==> src/rtl/fir_sched_pkg.sv <==
// Shared types and helpers for the round-robin 4-tap channel scheduler.
package fir_sched_pkg;

    typedef logic [2:0] fill_t;

    localparam fill_t FILL_FULL = 3'd4;

    // Width of a channel index; a lone bit is kept even for tiny channel counts.
    function automatic int chan_w(input int n);
        return (n <= 2) ? 1 : $clog2(n);
    endfunction

endpackage

==> src/rtl/fir4_chan_sched_csa4_add.sv <==
// Combinational 4-operand unsigned adder: two carry-save levels then one carry-propagate add.
module csa4_add #(
    parameter int W = 16
) (
    input  logic [W-1:0] i_a,
    input  logic [W-1:0] i_b,
    input  logic [W-1:0] i_c,
    input  logic [W-1:0] i_d,
    output logic [W+1:0] o_sum
);

    logic [W+1:0] w_a, w_b, w_c, w_d;
    logic [W+1:0] w_s1, w_c1, w_s2, w_c2;

    assign w_a = {2'b00, i_a};
    assign w_b = {2'b00, i_b};
    assign w_c = {2'b00, i_c};
    assign w_d = {2'b00, i_d};

    // The total never exceeds 4*(2^W-1), so bits shifted out of the carries are always zero.
    assign w_s1 = w_a ^ w_b ^ w_c;
    assign w_c1 = ((w_a & w_b) | (w_a & w_c) | (w_b & w_c)) << 1;
    assign w_s2 = w_s1 ^ w_c1 ^ w_d;
    assign w_c2 = ((w_s1 & w_c1) | (w_s1 & w_d) | (w_c1 & w_d)) << 1;

    assign o_sum = w_s2 + w_c2;

endmodule

==> src/rtl/fir4_chan_sched.sv <==
// Round-robin scheduler sharing one 4-input adder across NCH sample channels.
// Optional FIR_WARMUP_MASK_EN suppresses outputs until a channel holds 4 samples.
module fir4_chan_sched
    import fir_sched_pkg::*;
#(
    parameter  int W   = 16,
    parameter  int NCH = 4,
    localparam int CW  = chan_w(NCH)
) (
    input  logic               clk,
    input  logic               reset,
    input  logic [NCH-1:0]     in_valid,
    input  logic [NCH*W-1:0]   in_data,
    output logic [NCH-1:0]     in_ready,
    input  logic [NCH-1:0]     chan_clear,
    output logic               out_valid,
    output logic [W+1:0]       out_data,
    output logic [CW-1:0]      out_chan,
    input  logic               out_ready
);

    logic                      w_stall;
    logic [NCH-1:0]            w_elig;
    logic [NCH-1:0]            w_grant;
    logic                      w_any;
    logic [CW-1:0]             w_gnt_idx;
    logic [CW:0]               w_try;
    logic [NCH-1:0][W-1:0]     w_in;
    logic [NCH-1:0][W-1:0]     w_h0, w_h1, w_h2;
    logic [W+1:0]              w_sum;
    logic                      w_emit;

    logic [CW-1:0]             r_ptr;
    logic                      r_out_valid;
    logic [W+1:0]              r_out_data;
    logic [CW-1:0]             r_out_chan;

    assign w_in     = in_data;
    assign w_stall  = r_out_valid & ~out_ready;
    assign w_elig   = in_valid & ~chan_clear & {NCH{~w_stall & ~reset}};
    assign in_ready = w_grant;

    // First eligible channel after the last granted one wins.
    always_comb begin
        w_any     = 1'b0;
        w_gnt_idx = '0;
        w_grant   = '0;
        w_try     = '0;
        for (int i = 1; i <= NCH; i++) begin
            w_try = {1'b0, r_ptr} + (CW+1)'(i);
            if (w_try >= (CW+1)'(NCH))
                w_try = w_try - (CW+1)'(NCH);
            if (!w_any && w_elig[w_try[CW-1:0]]) begin
                w_any     = 1'b1;
                w_gnt_idx = w_try[CW-1:0];
            end
        end
        if (w_any)
            w_grant[w_gnt_idx] = 1'b1;
    end

`ifdef FIR_WARMUP_MASK_EN
    fill_t [NCH-1:0] w_fill;
    fill_t           w_fill_post;
`endif

    genvar gi;
    generate
        for (gi = 0; gi < NCH; gi++) begin : g_ch
            logic [W-1:0] r_h0, r_h1, r_h2;

            always_ff @(posedge clk) begin
                if (reset || chan_clear[gi]) begin
                    r_h0 <= '0;
                    r_h1 <= '0;
                    r_h2 <= '0;
                end else if (w_grant[gi]) begin
                    r_h0 <= w_in[gi];
                    r_h1 <= r_h0;
                    r_h2 <= r_h1;
                end
            end

            assign w_h0[gi] = r_h0;
            assign w_h1[gi] = r_h1;
            assign w_h2[gi] = r_h2;

`ifdef FIR_WARMUP_MASK_EN
            fill_t r_fill;

            always_ff @(posedge clk) begin
                if (reset || chan_clear[gi])
                    r_fill <= '0;
                else if (w_grant[gi])
                    r_fill <= (r_fill == FILL_FULL) ? FILL_FULL : r_fill + 3'd1;
            end

            assign w_fill[gi] = r_fill;
`endif
        end
    endgenerate

    csa4_add #(.W(W)) u_add (
        .i_a   (w_in[w_gnt_idx]),
        .i_b   (w_h0[w_gnt_idx]),
        .i_c   (w_h1[w_gnt_idx]),
        .i_d   (w_h2[w_gnt_idx]),
        .o_sum (w_sum)
    );

`ifdef FIR_WARMUP_MASK_EN
    assign w_fill_post = (w_fill[w_gnt_idx] == FILL_FULL) ? FILL_FULL : w_fill[w_gnt_idx] + 3'd1;
    assign w_emit      = w_any && (w_fill_post == FILL_FULL);
`else
    assign w_emit      = w_any;
`endif

    always_ff @(posedge clk) begin
        if (reset) begin
            r_ptr       <= CW'(NCH-1);
            r_out_valid <= 1'b0;
            r_out_data  <= '0;
            r_out_chan  <= '0;
        end else begin
            if (w_any)
                r_ptr <= w_gnt_idx;
            if (w_emit) begin
                r_out_valid <= 1'b1;
                r_out_data  <= w_sum;
                r_out_chan  <= w_gnt_idx;
            end else if (out_ready) begin
                r_out_valid <= 1'b0;
            end
        end
    end

    assign out_valid = r_out_valid;
    assign out_data  = r_out_data;
    assign out_chan  = r_out_chan;

endmodule

==> config.mk <==
export PLATFORM = sky130hd
export DESIGN_NAME = fir4_chan_sched
export DESIGN_NICKNAME = d
export VERILOG_FILES = /design/src/rtl/fir_sched_pkg.sv /design/src/rtl/fir4_chan_sched_csa4_add.sv /design/src/rtl/fir4_chan_sched.sv
export SDC_FILE = /design/constraint.sdc
export NUM_CORES = 1
export LEC_CHECK = 0
export CAP_MARGIN = 20
export CORE_ASPECT_RATIO = 0.5
export CORE_MARGIN = 2
export CORE_UTILIZATION = 55
export CTS_CLUSTER_SIZE = 24
export DETAILED_ROUTE_END_ITERATION = 7
export HOLD_SLACK_MARGIN = 0.02
export PLACE_DENSITY = 0.81
export RECOVER_POWER = 25
export REMOVE_ABC_BUFFERS = 1
export SYNTH_ARGS = -nofsm -noshare
export SYNTH_HDL_FRONTEND = slang
export SYNTH_SLANG_ARGS = --single-unit
==> constraint.sdc <==
create_clock -name clk -period 17.3 [get_ports clk]
set_input_delay 3.46 -clock clk [delete_from_list [all_inputs] [get_ports clk]]
set_output_delay 3.46 -clock clk [all_outputs]
set_load 0.05 [all_outputs]
# --- Yosys cells after proc, flatten, opt, wreduce, memory -nomap -nowiden ---
# Index checks and enable logic that the tools add are counted.
# W data, S select, Z words.
word_totals:
  reg_bits: 215
  in_bits: 75
classes:
  addsub: 9
  order_cmp: 10
  muxes: 33
  bitwise_logic: 22
  reduce_logical: 12
ops:
  columns: ["cell", "n"]
  rows:
  - ["$bmux W16 S2", 4]
  - ["$mux W16", 4]
  - ["$or A17 B17 Y17", 3]
  - ["$and A16 B16 Y16", 3]
  - ["$and A17 B16 Y17", 2]
  - ["$xor A16 B16 Y16", 2]
  - ["$add A18 B18 Y18", 1]
  - ["$xor A18 B16 Y18", 1]
  - ["$xor A18 B18 Y18", 1]
  - ["$and A17 B17 Y17", 1]
  - ["$or A17 B16 Y17", 1]
  - ["$mux W2", 8]
  - ["$lt A2 B3 Y1 const B", 5]
  - ["$ge A3 B3 Y1 const B", 4]
  - ["$mux W1", 11]
  - ["$and A4 B4 Y4", 2]
  - ["$bmux W1 S2", 4]
  - ["$sub A2 B1 Y2 const B", 4]
  - ["$add A2 B2 Y3 const B", 2]
  - ["$logic_and A1 B1 Y1", 4]
  - ["$logic_or A1 B1 Y1", 4]
  - ["$mux W4", 1]
  - ["$not A4 Y4", 1]
  - ["$add A2 B1 Y3 const B", 1]
  - ["other kinds (7)", 12]

# --- Logic depth before layout (Yosys ltp) ---
logic_depth:
  depth_word: 26
  depth_mapped: 25

# --- Hierarchy ---
# From an unflattened synthesis, not the netlist that was laid out.
hier_totals:
  hier_cells: 1081
  hier_area_um2: 10825.4
by_module_without_submodules:
  columns: ["mod", "instances", "cells_per_inst", "area_per_inst_um2"]
  rows:
  - ["fir4_chan_sched", 1, 852, 8973.6]
  - ["csa4_add", 1, 229, 1851.8]

# --- Worst setup path before layout ---
# Ideal clock, no wire load.
synth_timing:
  path_kind: "input to output"
  start: "in out_ready"
  end: "out in_ready[1]"
  t_arrival_ns: 5.166
  required_ns: 13.840
  slack_ns: 8.674
  cell_stages: 6
  path_buffers: 3
  path_cell_list: "nor2b_1 > buf_6 > or4b_4 > buf_6 > a21oi_1 > clkbuf_1"
synth_via:
  elab_chain_cells: 22
  elab_cells_between_ends: 33
  cone_classes: "order compare (2); mux (19); bitwise (5); reduce/logical (7)"
synth_rtl:
  columns: ["item", "line_no", "text"]
  rows:
  - ["from (decl)", "fir4_chan_sched.sv:19", "input logic out_ready"]
  - ["$not A1 Y1 (*)", "fir4_chan_sched.sv:39", "assign w_stall = r_out_valid & ~out_ready;"]
  - ["$and A1 B1 Y1 (*)", "fir4_chan_sched.sv:39", null]
  - ["$not A1 Y1 (*)", "fir4_chan_sched.sv:40", "assign w_elig = in_valid & ~chan_clear & {NCH{~w_stall & ~reset}};"]
  - ["$and A1 B1 Y1 (*)", "fir4_chan_sched.sv:40", null]
  - ["$and A4 B4 Y4 (*)", "fir4_chan_sched.sv:40", null]
  - ["$bmux W1 S2", "fir4_chan_sched.sv:53", "if (!w_any && w_elig[w_try[CW-1:0]]) begin"]
  - ["$mux W1 (not written as such)", "fir4_chan_sched.sv:53", null]
  - ["$mux W1", "fir4_chan_sched.sv:53", null]
  - ["[6 not listed]", null, null]
  - ["$logic_not A1 Y1", "fir4_chan_sched.sv:53", null]
  - ["$logic_and A1 B1 Y1", "fir4_chan_sched.sv:53", null]
  - ["$mux W2", "fir4_chan_sched.sv:53", null]
  - ["$lt A2 B3 Y1 (not written as such) / $ge A2 B1 Y1 (equally long branches)", "fir4_chan_sched.sv:59", "w_grant[w_gnt_idx] = 1'b1;"]
  - ["$logic_and A1 B1 Y1 (not written as such)", "fir4_chan_sched.sv:59", null]
  - ["$mux W1 (not written as such)", "fir4_chan_sched.sv:59", null]
  - ["$demux W1 S2", "fir4_chan_sched.sv:59", null]
  - ["$mux W4 (*)", "fir4_chan_sched.sv:58", "if (w_any)"]
  - ["to (decl)", "fir4_chan_sched.sv:14", "output logic [NCH-1:0] in_ready,"]
# Every way passes the cells marked *; elsewhere a longest branch is shown, timed or not. The select of a mux whose other input is x is not followed.

# --- Worst setup path after layout ---
layout_timing:
  start: "in reset"
  end: "out in_ready[2]"
layout_via:
  elab_chain_cells: 20
  elab_cells_between_ends: 31
  cone_classes: "order compare (2); mux (19); bitwise (3); reduce/logical (7)"
layout_rtl:
  columns: ["item", "line_no", "text"]
  rows:
  - ["from (decl)", "fir4_chan_sched.sv:11", "input logic reset,"]
  - ["$not A1 Y1 (*)", "fir4_chan_sched.sv:40", null]
  - ["$and A1 B1 Y1 (*)", "fir4_chan_sched.sv:40", null]
  - ["$and A4 B4 Y4 (*)", "fir4_chan_sched.sv:40", null]
  - ["$bmux W1 S2", "fir4_chan_sched.sv:53", null]
  - ["$mux W1 (not written as such)", "fir4_chan_sched.sv:53", null]
  - ["$mux W1", "fir4_chan_sched.sv:53", null]
  - ["$logic_not A1 Y1", "fir4_chan_sched.sv:53", null]
  - ["$logic_and A1 B1 Y1", "fir4_chan_sched.sv:53", null]
  - ["[4 not listed]", null, null]
  - ["$logic_not A1 Y1", "fir4_chan_sched.sv:53", null]
  - ["$logic_and A1 B1 Y1", "fir4_chan_sched.sv:53", null]
  - ["$mux W2", "fir4_chan_sched.sv:53", null]
  - ["$lt A2 B3 Y1 (not written as such) / $ge A2 B1 Y1 (equally long branches)", "fir4_chan_sched.sv:59", null]
  - ["$logic_and A1 B1 Y1 (not written as such)", "fir4_chan_sched.sv:59", null]
  - ["$mux W1 (not written as such)", "fir4_chan_sched.sv:59", null]
  - ["$demux W1 S2", "fir4_chan_sched.sv:59", null]
  - ["$mux W4 (*)", "fir4_chan_sched.sv:58", null]
# Marks and branches as above.

==> flow_summary.ini <==
[synth]
synth-edff-count = 0
syn_area_mm2 = 0.0109
async_flop_share = 0
yosysSeqAreaShare = 0.395
ys_warn_count = 0
synth_top_flop_cell = dfxtp_1
syn_inst = 1213
syn_area_per_cell_um2 = 8.98
yosysUniqueCellTypes = 54
synth-seq-cells = 215

[route]
final_antenna_net_count = 0
drt_first_iter_violations = 626
wire_per_inst_um = 17.5
vias = 8937
first_pass_iters = 5
wl_mm = 26.9
drc_errors = 0
viasPerCell = 5.81

[cts]
clk_path_buf_depth = 3
clk_latency_ns = 0.49
cts_tree = done
cts_made_buffers = 20
hold_buffers = 0
clk_pin_slew_worst_paths_ns = 0.07
post_cts_resized = 0
htreeDepth = 1
cts_sinks = 215
cts_root_buf = clkbuf_16
postCtsSetupRepairBufs = 0

[worst_setup_path]
cp-start-kind = input pin
crit_type = in2out
worstPathArrival_ns = 8.27
cp_max_fo = 49
critPathCaptureType = primary output
ff2ff_path_depth = 19
required_ns = 13.84

[layout]
fin_area_mm2 = 0.0126
drive_gt1_frac = 0.0542
area.growth.synth_to_final_pct = 15.6
diodes = 0
nets = 1383

[power]
p_leak_nw = 4.55
p_per_area_mw_per_mm2 = 95.6
ir_drop_mv = 0.0535

[sta]
tightestPinTransition_ns = 2.10
slew_viol_final = 133
final.setup.tns_ns = 0
hold_viol = 0
setup_viol = 0
rsz0062_at_grt = no
worst_clock_skew_ns = 0.0110
post-route-min-period_ns = 11.73
slew_headroom = -0.400
fin_crit_sh = 0.678
fmax_mhz = 85.2

[floorplan]
die_w_um = 203
core-area_mm2 = 0.0195
row_count = 36
ios = 100
die_y_um = 104
initial_core_util = 0.560
dieArea_mm2 = 0.0210

[placed_design]
io_buffers = 99
place_congestion = 0.866
dp_hpwl_mm = 16.7
place_area_mm2 = 0.0119

[hold_path]
hold_depth = 2
holdCritPathClass = reg2reg

[status]
violations = capacitance limit, slew limit
status = finished with violations

[global_routing]
grt_overflow = 0
antenna_found_initial = 0
grt_pass1_wl_mm = 44.0
track_usage = 0.254
grt_pass1_vias = 8772
grt_max_degree = 65

[flow_run]
maxCapViolCount = 3
## cells in the mapped netlist, drive strengths merged, types with 17 or more instances
cell type	number	area, um2
clkbuf	46	173
a21oi	123	616
dfxtp	215	4300
fa	32	641
nand2	314	1190
mux2i	184	1840
inv	21	78.8
a22o	48	420
nor2	20	75.1
buf	44	332
o21ai	59	295
ha	17	213
## through the flow
stage	utilization	instances	hold WS, ns	setup slack [ns]	total power [mW]
after CTS	0.646	1537	0.453	6.74	1.21
after detailed placement	0.611	1501	0.444	6.72	0.757
after global routing	0.647	1539	0.458	5.39	1.25
final	0.647	1539	0.448	5.57	1.20
after floorplan	-	1123	0.436	5.34	0.689
after global placement	0.611	1501	0.440	6.75	0.753
## final timing paths
path | slack (ns) | endpoint | from
max | 5.57 | in_ready[2] | reset
min | 0.45 | out_data[5] | out_data[5]
max reg2reg | 10.18 | out_data[17] | out_valid
min reg2reg | 0.45 | out_data[5] | out_data[5]
## placed cells by master (no fill, tap or decap), types with 5 or more instances in the layout
master / n
a21o_1: 7
a21oi_1: 122
a22o_1: 48
buf_4: 10
clkbuf_1: 8
clkbuf_16: 21
clkdlybuf4s50_1: 77
dfxtp_1: 215
dlygate4sd3_1: 22
fa_1: 32
ha_1: 17
inv_1: 19
mux2_2: 9
mux2i_1: 184
nand2_1: 311
nor2_1: 19
nor3_1: 5
o21ai_0: 59
xor2_1: 5
## layer usage
metal	GRT usage	wire, um
met1	0.359	12500
met5	0	0
met3	0.0387	1770
met4	0.0584	412
met2	0.411	12200
## critical path, stage by stage
cell,delay [ns]
dlygate4sd3_1,0.53
clkbuf_1,0.63
nor4b_1,1.35
o211ai_4,0.12
buf_4,0.35
inv_2,0.79
clkdlybuf4s50_1,0.95
## cells by family (layout without fill, tap and decap cells)
group | Yosys count | count (layout) | share of synthesized area
DFF | 215 | 215 | 0.395
xor gates and xnor gates | 9 | 9 | 0.00724
and+or+nand+nor | 373 | 373 | 0.141
buffers and inverters | 111 | 171 | 0.0535
muxes | 193 | 193 | 0.178
AOI/OAI and AO/OA | 263 | 263 | 0.147
adders and majority gates | 49 | 49 | 0.0783
## power by group
| part | total (mW) | internal [mW] | switching (mW) | leakage [nW] |
|---|---|---|---|---|
| Clock | 0.456 | 0.267 | 0.189 | 0.336 |
| Combinational | 0.230 | 0.0898 | 0.140 | 2.47 |
| Sequential | 0.518 | 0.508 | 0.0106 | 1.74 |
| Total | 1.20 | 0.864 | 0.340 | 4.55 |
## layout make-up
class                   count  area, um2
inverters                  21       78.8
multi-input cells         887       6060
flip-flops and latches    215       4300
fillers                  1551       6870
well taps                 266        333
repair buffers            114       1130
clock buffers              29        586
clock inverters             7       91.3
## state kept, by name (all words and copies together) (netlist names)
| name | count |
|---|---|
| r_ptr | 2 |
| g_ch.r_h0 | 64 |
| out_chan | 2 |
| out_valid | 1 |
| g_ch.r_h1 | 64 |
| g_ch.r_h2 | 64 |
| out_data | 18 |
Note: power is estimated with default switching activity, not from simulation.
